`config.mk`:
```
export PLATFORM = sky130hd
export DESIGN_NAME = uart_tx_io
export DESIGN_NICKNAME = d
export VERILOG_FILES = /design/src/rtl/uart_pkg.sv /design/src/rtl/sync_fifo.sv /design/src/rtl/uart_tx_io.sv
export SDC_FILE = /design/constraint.sdc
export NUM_CORES = 1
export LEC_CHECK = 0
export CAP_MARGIN = 30
export CORE_ASPECT_RATIO = 1.1
export CORE_UTILIZATION = 50
export CTS_CLUSTER_DIAMETER = 60
export DETAILED_ROUTE_END_ITERATION = 12
export PLACE_DENSITY_LB_ADDON = 0.15
export SYNTH_ARGS = -nofsm -noshare
export SYNTH_HDL_FRONTEND = slang
export SYNTH_HIERARCHICAL = 1
export SYNTH_SLANG_ARGS = --single-unit
export TNS_END_PERCENT = 5
```
`constraint.sdc`:
```
create_clock -name clk -period 3.7 [get_ports clk]
set_input_delay 0.925 -clock clk [delete_from_list [all_inputs] [get_ports clk]]
set_output_delay 0.925 -clock clk [all_outputs]
set_load 0.05 [all_outputs]
```
`src/rtl/uart_pkg.sv`:
```
// Shared definitions for the UART transmitter register slice.
//   - uart_state_e : transmit FSM states
//   - REG_*        : word register offsets on io_addr
//   - STAT_*       : bit positions inside the STATUS word
package uart_pkg;

  typedef enum logic [1:0] {
    ST_IDLE  = 2'd0,
    ST_START = 2'd1,
    ST_DATA  = 2'd2,
    ST_STOP  = 2'd3
  } uart_state_e;

  localparam logic [1:0] REG_DATA   = 2'd0;
  localparam logic [1:0] REG_STATUS = 2'd1;

  localparam int STAT_FULL      = 0;
  localparam int STAT_EMPTY     = 1;
  localparam int STAT_SHIFTING  = 2;
  localparam int STAT_OVERFLOW  = 3;
  localparam int STAT_COUNT_LSB = 4;
  localparam int STAT_COUNT_MSB = 8;

endpackage

```
`src/rtl/sync_fifo.sv`:
```
// Small synchronous FIFO with first-word fall-through output.
// Ports:
//   clk, srst        : clock and synchronous active-high reset
//   push, din        : write request and data (ignored when full unless popping)
//   pop              : read request (ignored when empty); dout is the head entry
//   count            : number of stored entries, 0..DEPTH
//   full, empty      : derived from count so pointer equality never matters
module sync_fifo #(
  parameter int WIDTH = 8,
  parameter int DEPTH = 4
) (
  input  logic                     clk,
  input  logic                     srst,
  input  logic                     push,
  input  logic                     pop,
  input  logic [WIDTH-1:0]         din,
  output logic [WIDTH-1:0]         dout,
  output logic [$clog2(DEPTH):0]   count,
  output logic                     full,
  output logic                     empty
);

  localparam int PTR_W = $clog2(DEPTH);

  logic [WIDTH-1:0] mem [DEPTH];
  logic [PTR_W-1:0] wr_ptr_reg;
  logic [PTR_W-1:0] rd_ptr_reg;
  logic [PTR_W:0]   count_reg;
  logic             do_push;
  logic             do_pop;

  assign empty = (count_reg == '0);
  assign full  = (count_reg == (PTR_W+1)'(DEPTH));
  assign count = count_reg;
  assign dout  = mem[rd_ptr_reg];

  // A pop in the same cycle frees a slot, so a push into a full FIFO still lands.
  assign do_pop  = pop && !empty;
  assign do_push = push && (!full || do_pop);

  always_ff @(posedge clk) begin
    if (do_push) begin
      mem[wr_ptr_reg] <= din;
    end
  end

  // DEPTH is a power of two, so the pointers wrap naturally at PTR_W bits.
  always_ff @(posedge clk) begin
    if (srst) begin
      wr_ptr_reg <= '0;
      rd_ptr_reg <= '0;
      count_reg  <= '0;
    end else begin
      if (do_push) wr_ptr_reg <= wr_ptr_reg + 1'b1;
      if (do_pop)  rd_ptr_reg <= rd_ptr_reg + 1'b1;
      case ({do_push, do_pop})
        2'b10:   count_reg <= count_reg + 1'b1;
        2'b01:   count_reg <= count_reg - 1'b1;
        default: count_reg <= count_reg;
      endcase
    end
  end

endmodule

```
`src/rtl/uart_tx_io.sv`:
```
// Memory-mapped UART transmitter: 8N1 frames fed from a small FIFO.
// Ports:
//   clk, RESET          : clock and synchronous active-high reset
//   io_addr             : word index (0 DATA, 1 STATUS, 2/3 reserved)
//   io_wdata, io_wstrb  : write data (byte in [7:0]) and one-cycle strobe
//   io_rstrb, io_rdata  : one-cycle read strobe and registered read data
//   tx                  : serial line, idle high, driven from a flop
//   busy                : frame in progress or bytes still queued
module uart_tx_io
  import uart_pkg::*;
#(
  parameter int BAUD_DIV   = 104,
  parameter int FIFO_DEPTH = 4
) (
  input  logic        clk,
  input  logic        RESET,
  input  logic [1:0]  io_addr,
  input  logic [31:0] io_wdata,
  input  logic        io_wstrb,
  input  logic        io_rstrb,
  output logic [31:0] io_rdata,
  output logic        tx,
  output logic        busy
);

  localparam int          CNT_W     = $clog2(FIFO_DEPTH) + 1;
  localparam logic [15:0] BAUD_LAST = 16'(BAUD_DIV - 1);

  uart_state_e      state_reg;
  logic [15:0]      baud_cnt_reg;
  logic [2:0]       bit_idx_reg;
  logic [7:0]       shift_data_reg;
  logic             tx_reg;
  logic             overflow_reg;
  logic [31:0]      rdata_reg;

  logic             fifo_push;
  logic             fifo_pop;
  logic [7:0]       fifo_dout;
  logic [CNT_W-1:0] fifo_count;
  logic             fifo_full;
  logic             fifo_empty;

  logic             wr_data;
  logic             rd_status;
  logic             overflow_set;
  logic             baud_done;
  logic [31:0]      status_word;
  logic             unused_wdata;

  assign unused_wdata = ^io_wdata[31:8];

  always_comb begin
    wr_data      = io_wstrb && !RESET && (io_addr == REG_DATA);
    rd_status    = io_rstrb && !RESET && (io_addr == REG_STATUS);
    fifo_pop     = !RESET && (state_reg == ST_IDLE) && !fifo_empty;
    // The IDLE pop frees a slot this very cycle, so a write to a full FIFO is kept.
    fifo_push    = wr_data && (!fifo_full || fifo_pop);
    overflow_set = wr_data && fifo_full && !fifo_pop;
    baud_done    = (baud_cnt_reg == BAUD_LAST);

    // Built from pre-edge state, so a simultaneous write is not yet visible.
    status_word                                 = '0;
    status_word[STAT_FULL]                      = fifo_full;
    status_word[STAT_EMPTY]                     = fifo_empty;
    status_word[STAT_SHIFTING]                  = (state_reg != ST_IDLE);
    status_word[STAT_OVERFLOW]                  = overflow_reg;
    status_word[STAT_COUNT_MSB:STAT_COUNT_LSB]  = 5'(fifo_count);
  end

  sync_fifo #(
    .WIDTH (8),
    .DEPTH (FIFO_DEPTH)
  ) u_fifo (
    .clk   (clk),
    .srst  (RESET),
    .push  (fifo_push),
    .pop   (fifo_pop),
    .din   (io_wdata[7:0]),
    .dout  (fifo_dout),
    .count (fifo_count),
    .full  (fifo_full),
    .empty (fifo_empty)
  );

  // Transmit FSM. tx_reg is loaded on the same edge as each state/bit change,
  // so the line level lines up exactly with the state it belongs to.
  always_ff @(posedge clk) begin
    if (RESET) begin
      state_reg      <= ST_IDLE;
      baud_cnt_reg   <= '0;
      bit_idx_reg    <= '0;
      shift_data_reg <= '0;
      tx_reg         <= 1'b1;
    end else begin
      case (state_reg)
        ST_IDLE: begin
          if (fifo_pop) begin
            shift_data_reg <= fifo_dout;
            baud_cnt_reg   <= '0;
            tx_reg         <= 1'b0;
            state_reg      <= ST_START;
          end
        end
        ST_START: begin
          if (baud_done) begin
            baud_cnt_reg <= '0;
            bit_idx_reg  <= '0;
            tx_reg       <= shift_data_reg[0];
            state_reg    <= ST_DATA;
          end else begin
            baud_cnt_reg <= baud_cnt_reg + 16'd1;
          end
        end
        ST_DATA: begin
          if (baud_done) begin
            baud_cnt_reg <= '0;
            if (bit_idx_reg == 3'd7) begin
              tx_reg    <= 1'b1;
              state_reg <= ST_STOP;
            end else begin
              bit_idx_reg <= bit_idx_reg + 3'd1;
              tx_reg      <= shift_data_reg[bit_idx_reg + 3'd1];
            end
          end else begin
            baud_cnt_reg <= baud_cnt_reg + 16'd1;
          end
        end
        ST_STOP: begin
          if (baud_done) begin
            baud_cnt_reg <= '0;
            state_reg    <= ST_IDLE;
          end else begin
            baud_cnt_reg <= baud_cnt_reg + 16'd1;
          end
        end
        default: state_reg <= ST_IDLE;
      endcase
    end
  end

  // Register interface: read data holds between reads; overflow is sticky
  // until a STATUS read, and a fresh overflow on that same edge is not lost.
  always_ff @(posedge clk) begin
    if (RESET) begin
      overflow_reg <= 1'b0;
      rdata_reg    <= '0;
    end else begin
      if (io_rstrb) begin
        rdata_reg <= rd_status ? status_word : '0;
      end
      if (overflow_set) begin
        overflow_reg <= 1'b1;
      end else if (rd_status) begin
        overflow_reg <= 1'b0;
      end
    end
  end

  assign tx       = tx_reg;
  assign io_rdata = rdata_reg;
  assign busy     = (state_reg != ST_IDLE) || !fifo_empty;

endmodule

```
==> reports/metrics.cfg <==
[layout]
layout_common_cells=dfxtp_1 (47), nor2_1 (36), nand2_1 (36)
synthToLayoutAreaGrowth_pct=11.1
final_common_cell=dfxtp_1
layout-drive-gt1-share=0.113
fin_nets=434
post-route-util=0.584
largest_register_ffs=32
n_fill_cell=624
final_cells=473
antenna_cells=0

[hold_path]
min_from=shift_data_reg[6]
min_delay_path_depth=2
hp-class=reg -> reg
hold_end=shift_data_reg[6]

[place]
portBuffers=22
routabilityCongestion=0.795
dp_hpwl_um=4560
dp.cells=457
dp_slack_ns=0.326

[critical_path]
path_max_fanout=8
critPathMaxStageDelay_ns=0.84
cp.arrival_ns=2.13
crit_path_start_kind=flip-flop
reg2reg_depth=12
cp.required_ns=2.77
r2r_slack_ns=0.74
critical_path_depth=4
cp_top_family=buffers and inverters
worst-path-buf-inv=2
path_cells=inv_1 > ha_1 > nand2_1 > clkdlybuf4s50_1
crit_path_top_delay_cell=clkdlybuf4s50_1
path_class=reg -> out
reg2reg_from=u_fifo/count[0]
timing.rr.end=u_fifo/count[2]
worst_setup_path_end_kind=output port

[power]
p_per_area_nw_per_um2=465
seqPwrFrac=0.485
p_sw_mw=0.594
ir_drop_mv=0.348
combinationalPowerShare=0.176
p_int_mw=1.34
p_leak_nw=1.44
clkPwrFrac=0.339
switching_share=0.306

[drt]
routed_wl_um=6520
wl_met3_um=216
wl_met2_um=3190
num_vias=2579
remaining_drc_errors=14
drt.antenna.violating_nets=0
drt_iter0_drc=85
firstDrtPassIters=8
drt-vias-per-instance=5.45
wl_met1_um=3000
wl_per_cell_um=13.8
routed.top_layer=met4

[yosys]
syn-cell-area_sq_um=3750
ys_seq_area_frac=0.507
synth.distinct_cells=50
postSynth.asyncResetShare=0
synth_cells=361
synth_area_per_cell_sq_um=10.4
synth_warnings=6
synth_ff_type=dfxtp_1
synth-seq-cells=79
synth_edf_count=32

[die]
die_area_sq_um=7850
dieHeight_um=92.8
coreArea_sq_um=7130
start_util=0.526
die_width_um=84.6
ioPinCount=72
fp-row-count=32

[global_route]
antenna_found_initial=0
first_global_vias=2397
track_usage=0.182
grt_max_degree=34
overflow=0
grt_first_pass_wirelength_um=11300

[status]
status=complete, but fails checks
violations=design-rule violations

[timing]
skew_ns=0.0125
hold_viol=0
setup_viol=0
fin_setup_tns_ns=0
slew_headroom=0.505
min_period_ns=3.06
fmax_ghz=0.327
final_max_slew_viol_count=0
rsz0062_at_grt=no
min_period_over_period=0.827
whs_ns=0.462
fin_ws_ns=0.641
worst_pin_slew_ns=0.735

[cts]
path_clk_slew_ns=0.08
cts_tree=done
cts-htree-levels=3
hold_buffers=0
clockBufferDepth=2
cts_setup_buffers=0
cts_buffers=9
insertion_delay_ns=0.35
cts-root-buf=clkbuf_8
cts.sinks=79
cts_resized=0

[job]
drv_cap=0

[cells in the mapped netlist, drive strengths merged (2+ instances only)]
library cell / count / area (sq um)
a22oi: 2 / 15.0
nand3: 13 / 65.1
inv: 14 / 52.6
nor4: 2 / 27.5
clkbuf: 13 / 48.8
a31oi: 7 / 43.8
or3: 6 / 38.8
mux4: 8 / 180
a2bb2oi: 2 / 17.5
or4: 3 / 26.3
nor3: 6 / 30.0
nand2: 36 / 135
ha: 12 / 150
a21oi: 24 / 120
nor2: 36 / 135
dfxtp: 47 / 941
a311oi: 11 / 96.3
buf: 28 / 201
a21boi: 3 / 26.3
and2: 6 / 43.8
edfxtp: 32 / 961
nand4: 3 / 18.8
xor2: 3 / 26.3
nor2b: 3 / 18.8
mux2: 2 / 26.3
mux2i: 7 / 70.1
nand2b: 10 / 62.6
o21ai: 9 / 45.0
[cells by family after synthesis]
| family | share of synthesized area |
|---|---|
| simple gates | 0.171 |
| flops | 0.507 |
| compound gates | 0.114 |
| buf+inv | 0.0808 |
| mux | 0.0738 |
| fa+ha+maj | 0.0454 |
| xor+xnor | 0.00701 |
| other cells | 0.00100 |
[tightest hold or removal path, stage by stage, from the launching register on]
cell and delay [ns]:
dfxtp_1 0.32, nand2_1 0.05, a21oi_1 0.05
[how the worst max path moves through the flow]
stage | startpoint | end
detailed placement | RESET | u_fifo/count[2]
finish | state_reg[0] | busy
CTS | state_reg[0] | busy
global route | u_fifo/count[0] | u_fifo/count[2]
floorplan | RESET | u_fifo/count[2]
global placement | RESET | u_fifo/count[2]
[layout make-up]
type / count / area, sq um / share of cell area
clock buffers: 9 / 124 / 0.0297
clock inverters: 7 / 80.1 / 0.0192
inverters: 14 / 52.6 / 0.0126
multi-input cells: 251 / 1630 / 0.392
flip-flops and latches: 79 / 1900 / 0.457
well taps: 85 / 106 / 0.0255
repair buffers: 28 / 265 / 0.0637
[power by group through the flow]
stage	Sequential [mW]	Clock (mW)	Combinational, mW
finish	0.940	0.657	0.341
detailed placement	0.961	0	0.341
global placement	0.960	0	0.334
CTS	0.941	0.673	0.342
floorplan	0.976	0	0.252
global route	0.944	0.713	0.374
[metrics by stage]
step,power [mW],area (sq um)
floorplan,1.23,3840
global placement,1.29,3950
detailed placement,1.30,3960
CTS,1.96,4160
global route,2.03,4160
finish,1.94,4160
[metal layers]
| metal | vias up | GRT usage |
|---|---|---|
| met5 | - | 0 |
| li1 | 1291 | - |
| met1 | 1228 | 0.227 |
| met2 | 50 | 0.309 |
| met4 | 0 | 0.0664 |
| met3 | 10 | 0.0410 |
(Power assumes the default switching activity.)
